File: src/rtl/mc_control_unit.sv
// Multi-cycle MIPS control FSM (IDLE/FETCH/DECODE/EXEC/MEM/WB/HALT). Moore strobes are registered; ir_write and the FETCH pc_write are Mealy on mem_ready.
// Each memory access waits on mem_ready for up to TIMEOUT_CYCLES cycles and halts if mem_ready never arrives. Illegal opcodes either halt or retire as a NOP.
module mc_control_unit #(
    parameter int TIMEOUT_CYCLES  = 15,
    parameter bit HALT_ON_ILLEGAL = 1'b1,
    parameter int CNT_WIDTH       = 32
) (
    input  logic                 clk,
    input  logic                 rst_n,
    input  logic [5:0]           opcode,
    input  logic                 mem_ready,
    output logic                 mem_req,
    output logic                 mem_we,
    output logic                 iord,
    output logic                 ir_write,
    output logic                 pc_write,
    output logic                 pc_write_cond,
    output logic                 bne,
    output logic                 jump,
    output logic                 is_jal,
    output logic                 reg_write,
    output logic                 reg_dst,
    output logic                 mem_to_reg,
    output logic                 zero_extend,
    output logic                 alu_src_a,
    output logic [1:0]           alu_src_b,
    output logic [1:0]           alu_op,
    output logic                 illegal,
    output logic                 timeout,
    output logic [CNT_WIDTH-1:0] instr_count
);

    typedef enum logic [2:0] {
        S_IDLE, S_FETCH, S_DECODE, S_EXEC, S_MEM, S_WB, S_HALT
    } state_t;

    typedef struct packed {
        logic       mem_req;
        logic       mem_we;
        logic       iord;
        logic       pc_write;
        logic       pc_write_cond;
        logic       bne;
        logic       jump;
        logic       is_jal;
        logic       reg_write;
        logic       reg_dst;
        logic       mem_to_reg;
        logic       zero_extend;
        logic       alu_src_a;
        logic [1:0] alu_src_b;
        logic [1:0] alu_op;
    } ctrl_t;

    localparam logic [5:0] OP_RTYPE = 6'b000000;
    localparam logic [5:0] OP_LW    = 6'b100011;
    localparam logic [5:0] OP_SW    = 6'b101011;
    localparam logic [5:0] OP_BEQ   = 6'b000100;
    localparam logic [5:0] OP_BNE   = 6'b000101;
    localparam logic [5:0] OP_J     = 6'b000010;
    localparam logic [5:0] OP_JAL   = 6'b000011;

    localparam int              WAIT_W     = $clog2(TIMEOUT_CYCLES + 1);
    localparam logic [WAIT_W-1:0] WAIT_LIMIT = WAIT_W'(TIMEOUT_CYCLES - 1);

    function automatic logic is_ialu(input logic [5:0] op);
        return (op[5:3] == 3'b001) && (op[2:0] != 3'b111);
    endfunction

    // andi/ori/xori: 001100..001110
    function automatic logic is_zext(input logic [5:0] op);
        return (op[5:2] == 4'b0011) && (op[1:0] != 2'b11);
    endfunction

    function automatic logic is_legal(input logic [5:0] op);
        return (op == OP_RTYPE) || (op == OP_LW) || (op == OP_SW) || (op == OP_BEQ) ||
               (op == OP_BNE) || (op == OP_J) || (op == OP_JAL) || is_ialu(op);
    endfunction

    function automatic ctrl_t moore(input state_t st, input logic [5:0] op);
        ctrl_t c;
        c = '0;
        case (st)
            S_FETCH: begin
                c.mem_req   = 1'b1;
                c.alu_src_b = 2'b01;
            end
            S_DECODE: c.alu_src_b = 2'b11;
            S_EXEC: begin
                if (op == OP_RTYPE) begin
                    c.alu_src_a = 1'b1;
                    c.alu_op    = 2'b10;
                end else if (op == OP_LW || op == OP_SW) begin
                    c.alu_src_a = 1'b1;
                    c.alu_src_b = 2'b10;
                end else if (op == OP_BEQ || op == OP_BNE) begin
                    c.alu_src_a     = 1'b1;
                    c.alu_op        = 2'b01;
                    c.pc_write_cond = 1'b1;
                    c.bne           = op[0];
                end else if (op == OP_J || op == OP_JAL) begin
                    c.jump      = 1'b1;
                    c.pc_write  = 1'b1;
                    c.is_jal    = (op == OP_JAL);
                    c.reg_write = (op == OP_JAL);
                end else if (is_ialu(op)) begin
                    c.alu_src_a   = 1'b1;
                    c.alu_src_b   = 2'b10;
                    c.alu_op      = 2'b11;
                    c.zero_extend = is_zext(op);
                end
            end
            S_MEM: begin
                c.mem_req = 1'b1;
                c.iord    = 1'b1;
                c.mem_we  = (op == OP_SW);
            end
            S_WB: begin
                c.reg_write   = 1'b1;
                c.reg_dst     = (op == OP_RTYPE);
                c.mem_to_reg  = (op == OP_LW);
                c.zero_extend = is_zext(op);
            end
            default: c = '0;
        endcase
        return c;
    endfunction

    state_t                 state_q, state_d;
    logic [5:0]             op_q, op_d;
    logic [WAIT_W-1:0]      wait_q, wait_d;
    logic                   illegal_q, illegal_d;
    logic                   timeout_q, timeout_d;
    logic [CNT_WIDTH-1:0]   count_q, count_d;
    ctrl_t                  ctrl_q;
    logic                   retire;

    always_comb begin
        state_d   = state_q;
        op_d      = op_q;
        wait_d    = '0;
        illegal_d = illegal_q;
        timeout_d = timeout_q;
        case (state_q)
            S_IDLE: state_d = S_FETCH;
            S_FETCH, S_MEM: begin
                if (mem_ready) begin
                    if (state_q == S_FETCH) state_d = S_DECODE;
                    else                    state_d = (op_q == OP_LW) ? S_WB : S_FETCH;
                end else if (wait_q == WAIT_LIMIT) begin
                    state_d   = S_HALT;
                    timeout_d = 1'b1;
                end else begin
                    wait_d = wait_q + WAIT_W'(1);
                end
            end
            S_DECODE: begin
                op_d = opcode;
                if (is_legal(opcode)) begin
                    state_d = S_EXEC;
                end else begin
                    illegal_d = 1'b1;
                    state_d   = HALT_ON_ILLEGAL ? S_HALT : S_FETCH;
                end
            end
            S_EXEC: begin
                if (op_q == OP_RTYPE || is_ialu(op_q))  state_d = S_WB;
                else if (op_q == OP_LW || op_q == OP_SW) state_d = S_MEM;
                else                                      state_d = S_FETCH;
            end
            S_WB:    state_d = S_FETCH;
            S_HALT:  state_d = S_HALT;
            default: state_d = S_IDLE;
        endcase
        // Every entry into FETCH except the one leaving IDLE completes an instruction.
        retire  = (state_d == S_FETCH) && (state_q != S_FETCH) && (state_q != S_IDLE);
        count_d = retire ? count_q + CNT_WIDTH'(1) : count_q;
    end

    always_ff @(posedge clk or negedge rst_n) begin
        if (!rst_n) begin
            state_q   <= S_IDLE;
            op_q      <= '0;
            wait_q    <= '0;
            illegal_q <= 1'b0;
            timeout_q <= 1'b0;
            count_q   <= '0;
            ctrl_q    <= '0;
        end else begin
            state_q   <= state_d;
            op_q      <= op_d;
            wait_q    <= wait_d;
            illegal_q <= illegal_d;
            timeout_q <= timeout_d;
            count_q   <= count_d;
            ctrl_q    <= moore(state_d, op_d);
        end
    end

    logic fetch_done;
    assign fetch_done = (state_q == S_FETCH) && mem_ready;

    assign mem_req       = ctrl_q.mem_req;
    assign mem_we        = ctrl_q.mem_we;
    assign iord          = ctrl_q.iord;
    assign ir_write      = fetch_done;
    assign pc_write      = ctrl_q.pc_write | fetch_done;
    assign pc_write_cond = ctrl_q.pc_write_cond;
    assign bne           = ctrl_q.bne;
    assign jump          = ctrl_q.jump;
    assign is_jal        = ctrl_q.is_jal;
    assign reg_write     = ctrl_q.reg_write;
    assign reg_dst       = ctrl_q.reg_dst;
    assign mem_to_reg    = ctrl_q.mem_to_reg;
    assign zero_extend   = ctrl_q.zero_extend;
    assign alu_src_a     = ctrl_q.alu_src_a;
    assign alu_src_b     = ctrl_q.alu_src_b;
    assign alu_op        = ctrl_q.alu_op;
    assign illegal       = illegal_q;
    assign timeout       = timeout_q;
    assign instr_count   = count_q;

endmodule

File: config.mk
export PLATFORM = sky130hd
export DESIGN_NAME = mc_control_unit
export DESIGN_NICKNAME = d
export VERILOG_FILES = /design/src/rtl/mc_control_unit.sv
export SDC_FILE = /design/constraint.sdc
export NUM_CORES = 1
export LEC_CHECK = 0
export CAP_MARGIN = 20
export CORE_AREA = 5 5 90 92
export DETAILED_ROUTE_END_ITERATION = 7
export DIE_AREA = 0 0 95 97
export PLACE_DENSITY = 0.7
export REMOVE_ABC_BUFFERS = 1
export SLEW_MARGIN = 10
export SYNTH_ARGS = -nofsm -noshare
export SYNTH_HDL_FRONTEND = slang
export SYNTH_SLANG_ARGS = --single-unit
export TNS_END_PERCENT = 1
File: constraint.sdc
create_clock -name clk -period 1.75 [get_ports clk]
set_input_delay 0.35 -clock clk [delete_from_list [all_inputs] [get_ports clk]]
set_output_delay 0.35 -clock clk [all_outputs]
set_load 0.02 [all_outputs]
## Word-level counts from Yosys, hierarchy flattened

Cells that the tools add are included.

| cells by class | value |
|---|---|
| bitwise operators | 3 |
| $add $sub $neg | 2 |
| equality and inequality tests | 35 |
| muxes and demuxes | 41 |
| reduce and logical (&&, ||, !) cells | 29 |

Operators by type and width:

| operator | count |
|---|---|
| 6-bit equality test (second input constant) | 6 |
| 32-bit by 1-bit adder with 32-bit output (second input constant) | 1 |
| 3-bit two-way mux | 10 |
| 6-bit two-way mux | 5 |
| 6-bit by 2-bit equality test with 1-bit output (second input constant) | 4 |
| 6-bit by 3-bit equality test with 1-bit output (second input constant) | 4 |
| 6-bit zero test | 3 |
| 2-bit two-way mux | 9 |
| 3-bit by 1-bit equality test with 1-bit output (second input constant) | 5 |
| 3-bit equality test (second input constant) | 5 |
| 3-bit one-hot mux with 5 select lines | 1 |
| 3-bit by 2-bit equality test with 1-bit output (second input constant) | 4 |
| 1-bit logical OR | 12 |
| 4-bit two-way mux | 3 |
| 1-bit two-way mux | 9 |
| 3-bit inequality test (second input constant) | 3 |
| 1-bit logical AND | 7 |
| 2-bit one-hot mux with 3 select lines | 1 |
| 2-bit OR reduction | 3 |
| 5-bit two-way mux | 1 |
| 4-bit by 1-bit adder with 4-bit output (second input constant) | 1 |
| 4-bit by 2-bit equality test with 1-bit output (second input constant) | 1 |
| 4-bit equality test (second input constant) | 1 |
| 1-bit one-hot mux with 2 select lines | 2 |
| other kinds (8) | 9 |

| storage, ports and cells | value |
|---|---|
| logic and storage cells | 131 |
| bits in registers | 64 |
| output and inout port bits | 52 |
| input bits | 9 |

## Depth between registers and ports, before layout

Gate-level depths: netlist of run 1.

| logic depth | value |
|---|---|
| word-level depth | 13 |
| gate-level depth with buffers | 9 |
| mapped depth without buffers | 8 |

## Worst setup path after synthesis of run 1

Ideal clock, no wire load.

| timing path | value |
|---|---|
| path type | flip-flop to flip-flop |
| from | reg state_q[2] |
| to | reg ctrl_q (netlist bit alu_op[1]) |
| data arrival time | 1.809 ns |
| period minus slack after synthesis | 1.928 ns |
| slack | -0.178 ns |
| setup time | 0.119 ns |
| path buffers | 2 |
| required time | 1.631 ns |
| cell stages (with the launch flop) | 9 |
| cells stage by stage | dfrtp_1 -> buf_2 -> nor3b_2 -> buf_4 -> mux2i_1 -> inv_2 -> nor3_1 -> a31oi_1 -> o21a_1 |

| between the ends | value |
|---|---|
| cells in the longest elaborated chain, start to end | 10 |
| elaborated cells between the ends (all ways) | 34 |
| those cells by class | eq/ne (15); mux (11); reduce/logical (8) |

RTL lines:

| what | line | source |
|---|---|---|
| start: declaration | 129 | `state_t state_q, state_d;` |
| start signal: assignment | 190 | `state_q <= state_d;` |
| 3-bit by 2-bit equality test with 1-bit output (*) | 144 | `case (state_q)` |
| 6-bit two-way mux (*) | 144 |  |
| net op_d[2] | 130 | `logic [5:0] op_q, op_d;` |
| 3-bit inequality test | 67 | `return (op[5:3] == 3'b001) && (op[2:0] != 3'b111);` |
| 1-bit logical AND | 67 |  |
| 6-bit two-way mux | 106 | `end else if (is_ialu(op)) begin` |
| 6-bit two-way mux | 101 | `end else if (op == OP_J \|\| op == OP_JAL) begin` |
| 2-bit two-way mux | 96 | `end else if (op == OP_BEQ \|\| op == OP_BNE) begin` |
| 2-bit two-way mux | 93 | `end else if (op == OP_LW \|\| op == OP_SW) begin` |
| 2-bit two-way mux (*) | 90 | `if (op == OP_RTYPE) begin` |
| 2-bit two-way mux (*) | 83 | `case (st)` |
| end signal: assignment | 196 | `ctrl_q <= moore(state_d, op_d);` |
| end: declaration | 135 | `ctrl_t ctrl_q;` |

Mark *: on every way through the listed nets, which the timed path passes. The rest lies on a longest branch.
A chain may end at the register's enable or synchronous reset.

## Worst setup path after layout of run 1

| timing path | value |
|---|---|
| from | reg state_q[2] |
| to | reg count_q[6], in the netlist instr_count[6] |

| between the ends | value |
|---|---|
| cells in the longest elaborated chain, start to end | 7 |
| elaborated cells between the ends (all ways) | 18 |
| those cells by class | eq/ne (8); mux (4); reduce/logical (6) |

RTL lines:

| what | line | source |
|---|---|---|
| 3-bit by 1-bit equality test with 1-bit output | 144, 148 |  |
| 3-bit two-way mux | 148 | `if (state_q == S_FETCH) state_d = S_DECODE;` |
| 3-bit two-way mux | 147 | `if (mem_ready) begin` |
| 3-bit one-hot mux with 5 select lines | 144 |  |
| 3-bit by 1-bit equality test with 1-bit output | 176 | `retire = (state_d == S_FETCH) && (state_q != S_FETCH) && (state_q != S_IDLE);` |
| 1-bit logical AND | 176 |  |
| 1-bit logical AND (*) | 176 |  |
| end signal: assignment | 195 | `count_q <= count_d;` |
| end: declaration | 134 | `logic [CNT_WIDTH-1:0] count_q, count_d;` |

Every way passes the cells marked *; elsewhere a longest branch is shown, timed or not.

==> metrics.txt, run 1 <==
run status finished, violations left; failing checks negative hold slack, negative setup slack; most common flop cell mapped by yosys dfrtp_1; clock tree skew after final layout ~11 ps; Die H 97 µm; initial standard-cell utilization of the core 42.1%; RSZ-0062 raised after global routing yes; Routability Congestion between 0.8 and 0.9; post-route antenna net violation count 0; TritonCTS clock tree built; Non-Filler Instances 532; Crit Path Category flop to flop; Tcrit/Tclk final 109%; DIE WIDTH around 95 µm; class of the tightest hold or removal check input port to asynchronous set/reset pin; Residual DRC 0; number of flops mapped to enable cells by yosys 0; Max VDD drop 788 µV; IO buf count 60; total die area 9220 µm²; Max transition margin 76.6%; grt total ovfl 0; Largest register FFs 32; antenna violations before repair 0; flip-flop and latch count after synthesis 63; number of global-route vias before repair 2751; violation count after the first detailed-route iteration 90; pin count of the biggest net entering global routing 64; complex-gate fraction of the synthesized area 6.83%; TritonCTS sink count 63; Period minus WS final 1900 ps; main combinational cell family by area after synthesis simple AND/OR/NAND/NOR gates; final hold slack -0.0356 ps; Fillers 584; most numerous cell types in the synthesized netlist dfrtp_1 (63), nand2_1 (24), nor2_1 (22), xor2_1 (17); Longest Clk Path Bufs 2; sequential fraction of the synthesis area 52.5%; worst endpoint data arrival time approximately 2100 ps; root buf cell clkbuf_8; Avg Cell Area, Syn 10.6 µm²; final number of setup-violating endpoints 44; slew at the pin closest to its max-slew limit 349 ps; cell type with the largest total area after synthesis dfrtp_1; hold violation total from the final report 1; fmax 526 MHz; antenna cell count 0; most used standard cell by instance count after synthesis dfrtp_1; final design utilization between 60% and 70%; detailed-route via count 2680; final setup slack of the worst path -152 ps; Std-Cell Core Area between 7000 and 8000 µm²; count of different cell masters after synthesis 54; fraction of layout cells with a size suffix above 1 37.0%; WL per Instance 14.9 µm; number of cells in the design after placement 509; number of levels in the clock H-tree 3; final-report max-slew violation count 0; area share of xor/xnor cells in the synthesized design 9.62%; DP Area 4230 µm²; total power per unit cell area 1330 nW/µm²; Worst EP required 1970 ps; post-synthesis instance area 3010 µm²; max-capacitance violation count 0; overall routing resource usage between 15 and 20%; clock buffers created by TritonCTS 9; synthesis-to-finish area growth 58.9%; final non-filler cell area 4770 µm²; half-perimeter wire length of the detailed placement result 5380 µm; fraction of the mapped netlist area in simple logic gates 24.3%; largest cells by area after synthesis dfrtp_1 (52%), xor2_1 (5.0%), xnor2_1 (4.7%); number of optimization iterations in the first detailed-route pass 4; Total Nets Final 440; number of instances in the synthesized netlist 284; Worst setup SP type flop; share of async-settable or async-resettable flops after synthesis 100%; worst skew pair latency about 340 ps; proportion of netlist area held by the largest area contributor approximately 52%; wire length of the first global-routing pass 13100 µm; number of standard-cell rows in the floorplan 31; number of warnings reported in the yosys synthesis log 0; post-synthesis mux area share under 10%; DRT Wirelength 7920 µm; static leakage 2.43 nW; adder-cell area share of the yosys netlist ~1.2%; top fanout value on the critical path 6; Worst-path clk slew about 70 ps; Via-to-Cell Ratio a little over 5; top-level I/O count 61; Worst Setup End Kind flop
## where the power goes
| group | switching (mW) | internal, mW |
|---|---|---|
| clock network | 0.606 | 0.659 |
| registers | 0.158 | 1.67 |
| logic | 1.68 | 1.58 |
| total | 2.45 | 3.92 |
## per-stage QoR
step / TNS (ps) / power, mW / setup slack (ps)
CTS: -3700 / 6.03 / -146
detailed placement: -22240 / 4.49 / -641
global placement: -21310 / 4.42 / -594
global route: -7940 / 6.71 / -300
finish: -3260 / 6.37 / -152
floorplan: -15930 / 3.02 / -603
## placed cells by master (no fill, tap or decap), drive strengths merged, types with 6 or more instances in the layout
cell type / count
a21oi: 7
buf: 83
clkbuf: 9
clkdlybuf4s50: 23
dfrtp: 63
dlygate4sd2: 22
dlymetal6s2s: 12
inv: 17
nand2: 25
nand2b: 6
nand3: 16
nand4: 7
nor2: 22
nor3: 18
nor4: 10
o21ai: 6
xnor2: 16
xor2: 17
## repair_timing
item	in CTS	in global routing
hold endpoints to repair	0	0
hold buffers	0	0
endpoints found under the setup margin	64	62
pin swaps	12	8
gates cloned	1	0
buffers inserted	3	3
resized for setup	65	51
## kinds of logic (layout without fill, tap and decap cells)
group | Yosys count | in the layout
mux | 5 | 5
fa+ha+maj | 3 | 3
simple gates | 126 | 126
flops | 63 | 63
xor+xnor | 33 | 33
compound gates | 31 | 31
buf+inv | 23 | 172
## path summary, 6_finish.rpt
path,start,endpoint,slack [ps],cells after the start
max,state_q[2],instr_count[6],-150,10
min,rst_n,pc_write_cond,-0.04,2
max reg2reg,state_q[2],instr_count[6],-150,10
min reg2reg,timeout,timeout,460,1
max in group asynchronous,rst_n,wait_q[0],1470,2
min in group clk,timeout,timeout,460,1
## per-layer routing
layer	GRT usage, %	wire length, µm
met2	27.8	3850
met1	24.2	3670
met4	6.88	143
met3	3.34	267
met5	0	0
## critical path: stages, from the launching register on
cell	delay, ps
dfrtp_1	380
buf_4	170
nor3b_4	220
buf_6	150
buf_6	90
o21ai_4	60
buf_6	130
and4_4	180
buf_6	130
and3_4	140
xor2_1	130
## final cells by class
class / instances / area (µm²) / share of cell area [%]
clock inverters: 7 / 72.6 / 1.52
clock buffers: 9 / 124 / 2.59
well taps: 99 / 124 / 2.59
flip-flops and latches: 63 / 1580 / 33.0
multi-input cells: 198 / 1560 / 32.6
repair buffers: 140 / 1250 / 26.3
inverters: 16 / 65.1 / 1.36
Power figures use the tool's default switching activity.
==> run 2, diff against run 1 <==
--- a/config.mk
+++ b/config.mk
@@ -9,6 +9,7 @@
 export CORE_AREA = 5 5 90 92
 export DETAILED_ROUTE_END_ITERATION = 7
 export DIE_AREA = 0 0 95 97
+export HOLD_SLACK_MARGIN = 0.12
 export PLACE_DENSITY = 0.7
 export REMOVE_ABC_BUFFERS = 1
 export SLEW_MARGIN = 10
==> run 2 against run 1 <==
  * Non-clock buffer count rose by 1
  * First-iteration DRC count increased by 6.7%
  * Sequential power about the same
  * Global-route usage is essentially flat
  * Combinational power about the same
  * Register-to-register slack is essentially flat
  * Utilization grew 0.14 points
  * Largest cell class unchanged
  * The run ends with negative setup slack left
==> metrics.txt, run 2 (synthesis results as in run 1) <==
number of optimization iterations in the first detailed-route pass 4; run status finished, violations left; DIE WIDTH 95 µm; RSZ-0062 raised after global routing yes; number of standard-cell rows in the floorplan 31; post-route antenna net violation count 0; most common library cell in the layout ignoring fill and taps buf_4; worst endpoint data arrival time around 2100 ps; most frequent cells in the layout buf_4 (68), dfrtp_1 (63), clkdlybuf4s50_1 (23); Largest stage delay, worst path ~400 ps; TritonCTS clock tree built; static leakage around 2.4 nW; final non-filler cell area 4780 µm²; wire length of the first global-routing pass around 13000 µm; clock buffers created by TritonCTS 9; class of the tightest hold or removal check flop to flop; slew at the pin closest to its max-slew limit 349 ps; antenna cell count 0; Period minus WS final 1900 ps; Residual DRC 0; top-level I/O count 61; Worst setup SP type flop; DP Area 4230 µm²; post-route total power 6.37 mW; Total Nets Final 441; Largest register FFs 32; violation count after the first detailed-route iteration 96; pin count of the biggest net entering global routing 64; Std-Cell Core Area 7140 µm²; max-capacitance violation count 0; Max VDD drop 790 µV; hold violation total from the final report 0; TritonCTS sink count 63; Worst EP required 1970 ps; Longest Clk Path Bufs 2; Routability Congestion 0.831; Tcrit/Tclk final 109%; DRT Wirelength approximately 7900 µm; overall routing resource usage between 10% and 20%; post-placement setup slack -641 ps; final number of setup-violating endpoints 44; final-report max-slew violation count 0; half-perimeter wire length of the detailed placement result 5380 µm; final setup slack of the worst path -152 ps; fmax 526 MHz; synthesis-to-finish area growth 59.2%; root buf cell clkbuf_8; number of levels in the clock H-tree 3; Die H 97 µm; detailed-route via count 2663; initial standard-cell utilization of the core 42.1%; Worst Setup End Kind flop; Worst-path clk slew 70 ps; cell family with most CP delay buffers and inverters; Via-to-Cell Ratio 5.00; failing checks negative setup slack; fraction of layout cells with a size suffix above 1 a little under two fifths; total die area approximately 9000 µm²; count of buffering cells on the critical path with inverters included 5; number of global-route vias before repair 2756; most frequent cell on the critical path buf_6; cells along the critical path buf_6 > nor3b_4 > buf_6 > buf_6 > buf_4 > a21oi_2 > buf_4 > a31oi_1 > o21a_1; total power per unit cell area 1330 nW/µm²; top fanout value on the critical path 8; Crit Path Category flop to flop; final hold slack 462 ps; WL per Instance 14.9 µm; slowest stage cell, crit path dfrtp_1; clock tree skew after final layout 10.5 ps; worst skew pair latency approximately 340 ps; Max transition margin 76.6%; grt total ovfl 0; IO buf count 60; antenna violations before repair 0
## run 2: timing repair
item,in CTS,in global routing
pin swaps,12,8
hold buffers,1,0
buffers inserted,3,3
gates resized for setup,65,51
endpoints found under the setup margin,64,62
hold endpoints to repair,63,0
cloned,1,0
## run 2: where the power goes
| group | switching [mW] | total (mW) | internal [mW] |
|---|---|---|---|
| sequential | 0.156 | 1.83 | 1.67 |
| clock | 0.606 | 1.27 | 0.659 |
| combinational | 1.69 | 3.28 | 1.59 |
| total | 2.45 | 6.37 | 3.92 |
## run 2: area by class of cell
cell class | count | area [µm²]
Sequential cell | 63 | 1580
Tap cell | 99 | 124
Timing Repair Buffer | 141 | 1260
Multi-Input combinational cell | 198 | 1560
Clock buffer | 9 | 124
Clock inverter | 7 | 72.6
Fill cell | 583 | 2350
Inverter | 16 | 65.1
## run 2: routing by layer
metal	global-route usage, %	wire length (µm)	vias to the layer above	share of wire, %
met5	0	0	-	0
met4	6.88	106	0	1.3
met3	3.34	290	9	3.7
met2	27.8	3870	50	49
met1	24.3	3670	1318	46
li1	-	-	1286	-
## run 2: through the flow
stage          std cells  setup TNS (ps)  util [%]
6_report             533           -3280      67.0
5_1_grt              533           -7940      67.0
4_1_cts              530           -3700      64.0
3_5_place_dp         509          -22240      59.3
3_3_place_gp         509          -21310      59.3
2_1_floorplan        277          -15930         -
## run 2: path summary, 6_finish.rpt
kind	cells past startpoint	startpoint	slack, ps	to
max	9	state_q[1]	-150	alu_op[1]
max reg2reg	9	state_q[1]	-150	alu_op[1]
min	1	timeout	460	timeout
min in group asynchronous	3	rst_n	540	pc_write_cond
max in group asynchronous	3	rst_n	930	wait_q[0]
min reg2reg	1	timeout	460	timeout
